**src/rtl/sys_debug_monitor.sv**
```systemverilog
// sys_debug_monitor
//   Drives a debug LED bank from one of NUM_CH channel words. There are three
//   display modes: live (a selected channel), snapshot (a frozen copy of all
//   channels) and auto-scan (each channel in turn). A free-running heartbeat
//   output is also generated.
//
// Ports
//   clk            : single clock; all state changes on its rising edge
//   SYS_reset      : asynchronous active-high reset
//   ch_data        : channel k at bits [k*DATA_W +: DATA_W]
//   SYS_output_sel : manual channel select (live / snapshot)
//   mode           : 00 live, 01 snapshot, 10 auto-scan, 11 live
//   snap_req       : capture request; captures on its rising edge only
//   SYS_leds       : displayed word, registered
//   cur_ch         : index of the channel shown on SYS_leds, registered
//   snap_valid     : set once at least one snapshot has been captured
//   CLK_led        : heartbeat that toggles every CLK_DIV cycles
//
// Auto-scan states
//   state   | meaning
//   IDLE    | not in auto-scan; index and dwell counter held at 0
//   DWELL   | showing channel scan_idx; scan_cnt counts the dwell cycles
//   ADVANCE | first cycle on a new index; counts like DWELL
module sys_debug_monitor #(
  parameter int NUM_CH   = 8,
  parameter int DATA_W   = 32,
  parameter int LED_W    = 27,
  parameter int SCAN_CYC = 50000000,
  parameter int CLK_DIV  = 25000000,
  localparam int SEL_W   = ($clog2(NUM_CH) > 1) ? $clog2(NUM_CH) : 1
) (
  input  logic                     clk,
  input  logic                     SYS_reset,
  input  logic [NUM_CH*DATA_W-1:0] ch_data,
  input  logic [SEL_W-1:0]         SYS_output_sel,
  input  logic [1:0]               mode,
  input  logic                     snap_req,
  output logic [LED_W-1:0]         SYS_leds,
  output logic [SEL_W-1:0]         cur_ch,
  output logic                     snap_valid,
  output logic                     CLK_led
);

  localparam int SCAN_W = (SCAN_CYC > 1) ? $clog2(SCAN_CYC) : 1;
  localparam int HB_W   = (CLK_DIV > 1) ? $clog2(CLK_DIV) : 1;

  typedef enum logic [1:0] {
    IDLE    = 2'd0,
    DWELL   = 2'd1,
    ADVANCE = 2'd2
  } scan_state_t;

  logic [DATA_W-1:0] ch_arr [NUM_CH];
  logic [DATA_W-1:0] shadow [NUM_CH];

  scan_state_t       state;
  logic [SEL_W-1:0]  scan_idx;
  logic [SEL_W-1:0]  idx_inc;
  logic [SCAN_W-1:0] scan_cnt;
  logic              scan_at_tc;
  logic [HB_W-1:0]   hb_cnt;
  logic              snap_q;
  logic              capture;
  logic              sel_ok;

  for (genvar k = 0; k < NUM_CH; k++) begin : g_ch
    assign ch_arr[k] = ch_data[k*DATA_W +: DATA_W];
  end

  // Truncates when DATA_W >= LED_W, zero-extends otherwise.
  function automatic logic [LED_W-1:0] to_led(input logic [DATA_W-1:0] d);
    return LED_W'(d);
  endfunction

  assign capture    = snap_req & ~snap_q;
  // Selects past the last channel (non-power-of-2 NUM_CH) show a blank word.
  assign sel_ok     = (int'(SYS_output_sel) < NUM_CH);
  assign scan_at_tc = (scan_cnt == SCAN_W'(SCAN_CYC - 1));
  assign idx_inc    = (scan_idx == SEL_W'(NUM_CH - 1)) ? '0 : scan_idx + SEL_W'(1);

  // The shadow bank is left unreset: nothing reads it until snap_valid is set.
  always_ff @(posedge clk) begin
    if (capture) shadow <= ch_arr;
  end

  always_ff @(posedge clk or posedge SYS_reset) begin
    if (SYS_reset) begin
      state      <= IDLE;
      scan_idx   <= '0;
      scan_cnt   <= '0;
      snap_q     <= 1'b0;
      snap_valid <= 1'b0;
      cur_ch     <= '0;
      SYS_leds   <= '0;
    end else begin
      snap_q <= snap_req;
      if (capture) snap_valid <= 1'b1;

      if (mode == 2'b10) begin
        case (state)
          IDLE: begin
            state    <= DWELL;
            scan_idx <= '0;
            scan_cnt <= '0;
            cur_ch   <= '0;
            SYS_leds <= to_led(ch_arr[0]);
          end
          default: begin
            // The step to the next index happens on the terminal-count edge,
            // so each index is displayed for exactly SCAN_CYC cycles.
            if (scan_at_tc) begin
              state    <= ADVANCE;
              scan_idx <= idx_inc;
              scan_cnt <= '0;
              cur_ch   <= idx_inc;
              SYS_leds <= to_led(ch_arr[idx_inc]);
            end else begin
              state    <= DWELL;
              scan_cnt <= scan_cnt + SCAN_W'(1);
              cur_ch   <= scan_idx;
              SYS_leds <= to_led(ch_arr[scan_idx]);
            end
          end
        endcase
      end else begin
        state    <= IDLE;
        scan_idx <= '0;
        scan_cnt <= '0;
        cur_ch   <= SYS_output_sel;
        if (!sel_ok)
          SYS_leds <= '0;
        else if (mode == 2'b01)
          // Reads the registered snap_valid and shadow, so a capture landing
          // on this edge shows up one cycle later.
          SYS_leds <= snap_valid ? to_led(shadow[SYS_output_sel]) : '0;
        else
          SYS_leds <= to_led(ch_arr[SYS_output_sel]);
      end
    end
  end

  always_ff @(posedge clk or posedge SYS_reset) begin
    if (SYS_reset) begin
      hb_cnt  <= '0;
      CLK_led <= 1'b0;
    end else if (hb_cnt == HB_W'(CLK_DIV - 1)) begin
      hb_cnt  <= '0;
      CLK_led <= ~CLK_led;
    end else begin
      hb_cnt  <= hb_cnt + HB_W'(1);
    end
  end

endmodule

```
**config.mk**
```make
export PLATFORM = sky130hd
export DESIGN_NAME = sys_debug_monitor
export DESIGN_NICKNAME = d
export VERILOG_FILES = /design/src/rtl/sys_debug_monitor.sv
export SDC_FILE = /design/constraint.sdc
export NUM_CORES = 1
export LEC_CHECK = 0
export CORE_MARGIN = 2
export CORE_UTILIZATION = 50
export DETAILED_ROUTE_END_ITERATION = 16
export GPL_TIMING_DRIVEN = 0
export PLACE_DENSITY = 0.79
export SLEW_MARGIN = 30
export SYNTH_ARGS = -nofsm -noshare
export SYNTH_HDL_FRONTEND = slang
export SYNTH_SLANG_ARGS = --single-unit
```
**constraint.sdc**
```tcl
create_clock -name clk -period 15.7 [get_ports clk]
set_clock_uncertainty 0.1 [all_clocks]
set_input_delay 4.71 -clock clk [delete_from_list [all_inputs] [get_ports clk]]
set_output_delay 4.71 -clock clk [all_outputs]
set_load 0.03 [all_outputs]
```
# After elaboration in Yosys (flattened, before gate mapping)
# Index checks and enable logic that the tools add are counted.
# classes
add_sub_neg	3
n_lt_le_gt_ge	3
eq_ne	5
n_mux	29
bitwise_logic	6
reduce_logical	1
# op_table
cell	count
$bmux 32 s3	4
$mux 27	13
$mux 26	3
$add 26x1->26 const B	1
$eq 26x26->1 const B	1
$add 25x1->25 const B	1
$eq 25x25->1 const B	1
$mux 25	1
$mux 3	5
$ge 4x4->1 const B	3
$not 3->4	3
$mux 2	3
$add 3x1->3 const B	1
$eq 3x3->1 const B	1
$eq 2x1->1 const B	1
$eq 2x2->1 const B	1
$logic_not 2->1	1
$not 1->1	2
$and 1x1->1	1
# totals
reg_bits	345
out_inout_bits	32
wordCells	64

# Logic depth before layout (Yosys ltp)
# depth
ltp_word	9
ltp_mapped	9

# Least setup slack after synthesis
# OpenSTA, ideal clock, no wires.
# synth_path
path_kind	input port to flip-flop
from	input port snap_req
to	register snap_valid
arrival_time_ns	14.936
required_time_ns	15.473
slack_ns	0.537
path_stages	2
path_buffers	0
path_cell_list	nor2b_1 or2_2
# synth_between
elab_chain_len	1
# synth_rtl
item	line	text
from (decl)	37	input logic snap_req,
$and 1x1->1	75	assign capture = snap_req & ~snap_q;
to (signal assigned)	92	snap_valid <= 1'b0;
to (signal assigned)	97	if (capture) snap_valid <= 1'b1;
to (decl)	40	output logic snap_valid,
# No other way between the ends.
# A chain may end at the register's enable or synchronous reset.

# Worst setup path after layout
# layout_path
from	input port mode[1]
to	register SYS_leds[8]
# layout_between
elab_chain_len	3
word_cells_on_any_way	4
cone_classes	eq/ne: 2; mux: 2
# layout_rtl
item	line	text
from (decl)	36	input logic [1:0] mode,
$eq 2x1->1	132	else if (mode == 2'b01)
$mux 27	132	
$mux 27 (*)	99	if (mode == 2'b10) begin
to (signal assigned)	106	SYS_leds <= to_led(ch_arr[0]);
to (signal assigned)	135	SYS_leds <= snap_valid ? to_led(shadow[SYS_output_sel]) : '0;
to (signal assigned)	137	SYS_leds <= to_led(ch_arr[SYS_output_sel]);
to (decl)	38	output logic [LED_W-1:0] SYS_leds,
# Every way passes the cells marked *; elsewhere a longest branch is shown, timed or not.

==> metrics.csv <==
stage,metric,value,unit
status,status,finished clean,
sta,Final min period,7.02,ns
route,DRT Wirelength,54600,µm
sta,Worst-Margin Slew,1.08,ns
setup_path,"most used cell, CP",clkbuf_1,
setup_path,Reg-to-Reg End,SYS_leds[5],
min_path,Worst Hold Path Cells,1,
cts,"CTS clk-pin slew, worst paths",0.06,ns
min_path,Min-Delay Path Class,flip-flop to flip-flop,
cts,CTS Sinks,305,
logic_synthesis,asr flop ratio synth,29.2,%
logic_synthesis,register area share after synthesis,49.2,%
sta,Final Slew Violations,0,
flow_run,max-cap viol count,0,
die,die area,36900,µm²
power,leakage power,7.34,nW
route,DR pass1 iterations,5,
placed_design,pre-CTS setup slack,8.26,ns
setup_path,crit-path cells,"clkdlybuf4s50_1, nand2b_1, clkbuf_1, nand2_1, clkbuf_1, a211oi_1, a211oi_2",
layout,Layout area overhead,25.6,%
layout,layout cell share with drive strength beyond 1,29.8,%
die,Die X,192,µm
cts,insertion delay to the later sink of the worst-skew pair,0.52,ns
cts,H-tree levels,2,
logic_synthesis,Synth Area per Inst,16.4,µm²
setup_path,FF-to-FF setup slack,12.60,ns
route,Iteration-0 DRC Markers,1541,
logic_synthesis,"Warnings, synthesis",0,
die,IO Count,296,
setup_path,startpoint types,input pin,
sta,Final Hold Vio Count,0,
sta,PnR worst setup slack,8.68,ns
global_route,gr ovfl total,0,
setup_path,Critical Setup Path Class,input pin to flip-flop,
logic_synthesis,cells after synthesis,1078,
power,VDD IR-drop max,0.0630,mV
placed_design,HPWL after DPL,37500,µm
die,initial core utilization,51.0,%
sta,Slew Limit Headroom,28.0,%
setup_path,CP Max Fanout,10,
placed_design,I/O Buffers,252,
cts,Root Buffer,clkbuf_16,
cts,worst-case clock buffer depth,3,
logic_synthesis,post-synthesis cell type count,53,
global_route,initial antenna violation count,3,
setup_path,reg2reg start,scan_idx[0],
route,detailed-route DRC error count,0,
cts,Hold Buf Count CTS,0,
sta,fmax,143,MHz
die,Core Area,34700,µm²
setup_path,CP arrival,7.31,ns
min_path,WHS Endpoint,hb_cnt[0],
cts,"Setup Fix Bufs, Post-CTS",0,
die,Die Y,192,µm
cts,CTS tree,built,
route,wire length per cell,29.3,µm
route,vias post-DR,12700,
route,Detail Route Antenna Nets,0,
sta,setup_tns,0,ns
setup_path,worst stage delay on the critical path,0.55,ns
logic_synthesis,mapped cell area,17700,µm²
global_route,largest net degree at the start of global routing,59,
die,Std-Cell Rows,68,
power,Cell Pwr Density,91.9,nW/µm²
placed_design,RD Place Congestion,0.900,
sta,endpoints failing setup,0,
layout,FILL cells,2469,
cts,TritonCTS buffer count,35,
global_route,first-pass GRT wire length,80900,µm
logic_synthesis,Post-synth EDFFs,216,
logic_synthesis,"Primary FF master, synth",edfxtp_1,
layout,nets@finish,1646,
cts,CTS resizes,0,
layout,final instance area,22200,µm²
placed_design,"Cell Area, Placed",21100,µm²
min_path,hold_sp,hb_cnt[0],
setup_path,Reg2Reg Depth,8,
global_route,GRT Total Usage,30.1,%
setup_path,Required @ worst endpoint,15.99,ns
setup_path,worst setup path startpoint,mode[1],
sta,crit share post-route,44.7,%
global_route,vias in the first global route,13200,
sta,RSZ-0062 raised after global routing,false,
logic_synthesis,syn nets,1346,
logic_synthesis,flop and latch count out of synthesis,305,
setup_path,critical path capture point type,flip-flop,
route,Via density,6.80,
setup_path,"Slowest-stage cell, CP",nand2_1,
==> sequential cells by signal, summed over array words and instances, names as in the netlist <==
register    flops
cur_ch          3
CLK_led         1
scan_idx        3
snap_q          1
hb_cnt         25
shadow        216
SYS_leds       27
state           2
scan_cnt       26
snap_valid      1
==> how the worst max path moves through the flow <==
stage / to / slack [ns]
final: SYS_leds[8] / 8.68
after global routing: SYS_leds[8] / 8.70
after CTS: SYS_leds[8] / 8.78
after detailed placement: SYS_leds[21] / 8.26
after global placement: snap_valid / -3.62
after floorplan: snap_valid / 0.54
==> cells in the final DEF, fill, tap and decap left out, types with 31 or more instances in the layout <==
cell,instances
a21oi_1,53
a211oi_1,31
xnor2_1,35
edfxtp_1,216
clkdlybuf4s50_1,252
clkbuf_16,37
dfrtp_1,89
clkbuf_1,37
mux4_2,216
mux2i_1,61
==> critical path: cells and delay by family <==
kind | cells | cell delay [ns]
and+or+nand+nor | 2 | 0.67
AOI/OAI and AO/OA | 2 | 0.45
buffers and inverters | 3 | 1.48
==> cell families (layout without fill, tap and decap cells) <==
| group | Yosys count | count (layout) | synth area share [%] |
|---|---|---|---|
| AOI/OAI and AO/OA | 143 | 143 | 5.99 |
| xor gates and xnor gates | 44 | 44 | 2.18 |
| adders and majority gates | 4 | 4 | 0.283 |
| buffers and inverters | 99 | 424 | 3.16 |
| DFF | 305 | 305 | 49.2 |
| muxes | 304 | 304 | 32.6 |
| other | 0 | 3 | 0 |
| and+or+nand+nor | 179 | 179 | 6.56 |
==> report_power, final <==
group / internal [mW] / switching, mW
clock: 0.481 / 0.331
combinational: 0.163 / 0.154
sequential: 0.903 / 0.00997
total: 1.55 / 0.496
==> stage by stage <==
| stage | utilization, % | hold slack (ns) | total power, mW | std cells |
|---|---|---|---|---|
| 2_1_floorplan | - | 0.324 | 1.09 | 1078 |
| 3_3_place_gp | 59.9 | 0.336 | 1.24 | 1785 |
| 3_5_place_dp | 60.8 | 0.350 | 1.24 | 1795 |
| 4_1_cts | 64.0 | 0.358 | 2.04 | 1857 |
| 5_1_grt | 64.1 | 0.374 | 2.09 | 1861 |
| 6_report | 64.1 | 0.351 | 2.04 | 1861 |
==> cells in the mapped netlist (2+ instances only) <==
cell      number  area [µm²]
edfxtp_1     216        6490
a211oi_1      31         233
or3_1          2        12.5
nand3_1       15        75.1
buf_2         24         120
ha_1           4        50.1
and2_1         3        18.8
mux2i_1       61         611
o21ai_0        8        40.0
nor2b_1       29         181
and3_1         4        25.0
nand4_1        9        56.3
o22a_1        25         219
nand3b_1       2        15.0
clkbuf_2       2        10.0
nor2_4        18         203
buf_4         25         188
a21oi_1       53         265
nor4b_1        2        17.5
dfrtp_1       89        2230
nor2_1        27         101
nand4_2        2        25.0
inv_1         10        37.5
xor2_1         9        78.8
buf_1          4        15.0
or2_2          3        18.8
xnor2_1       35         307
clkbuf_1      28         105
mux4_2       216        4860
nor3b_1        2        15.0
a211oi_2      19         238
mux2_2        27         304
and4_1         5        43.8
nand2b_1       2        12.5
nor2_2         3        18.8
o22ai_1        2        12.5
a31oi_1        2        12.5
buf_6          4        45.0
nor4_1        12        75.1
buf_12         2        40.0
and4_4         2        22.5
nor3_1        10        50.1
nand2_1       20        75.1
==> metal layers <==
layer,track usage (%),vias up,wire length (µm)
met5,0,-,0
met4,13.2,0,2280
met3,7.22,192,6550
met2,48.4,1049,26600
met1,39.2,6326,19200
li1,-,5087,-
==> area by class of cell <==
| class | count | area, µm² | share of cell area (%) |
|---|---|---|---|
| Inverter | 10 | 42.5 | 0.191 |
| Multi-Input combinational cell | 674 | 8450 | 38.0 |
| Buffer | 89 | 523 | 2.35 |
| Tap cell | 455 | 569 | 2.56 |
| Clock buffer | 53 | 1060 | 4.75 |
| Sequential cell | 305 | 8710 | 39.2 |
| Antenna cell | 3 | 7.51 | 0.0338 |
| Clock inverter | 9 | 75.1 | 0.338 |
| Timing Repair Buffer | 263 | 2810 | 12.6 |
(Power assumes the default switching activity.)
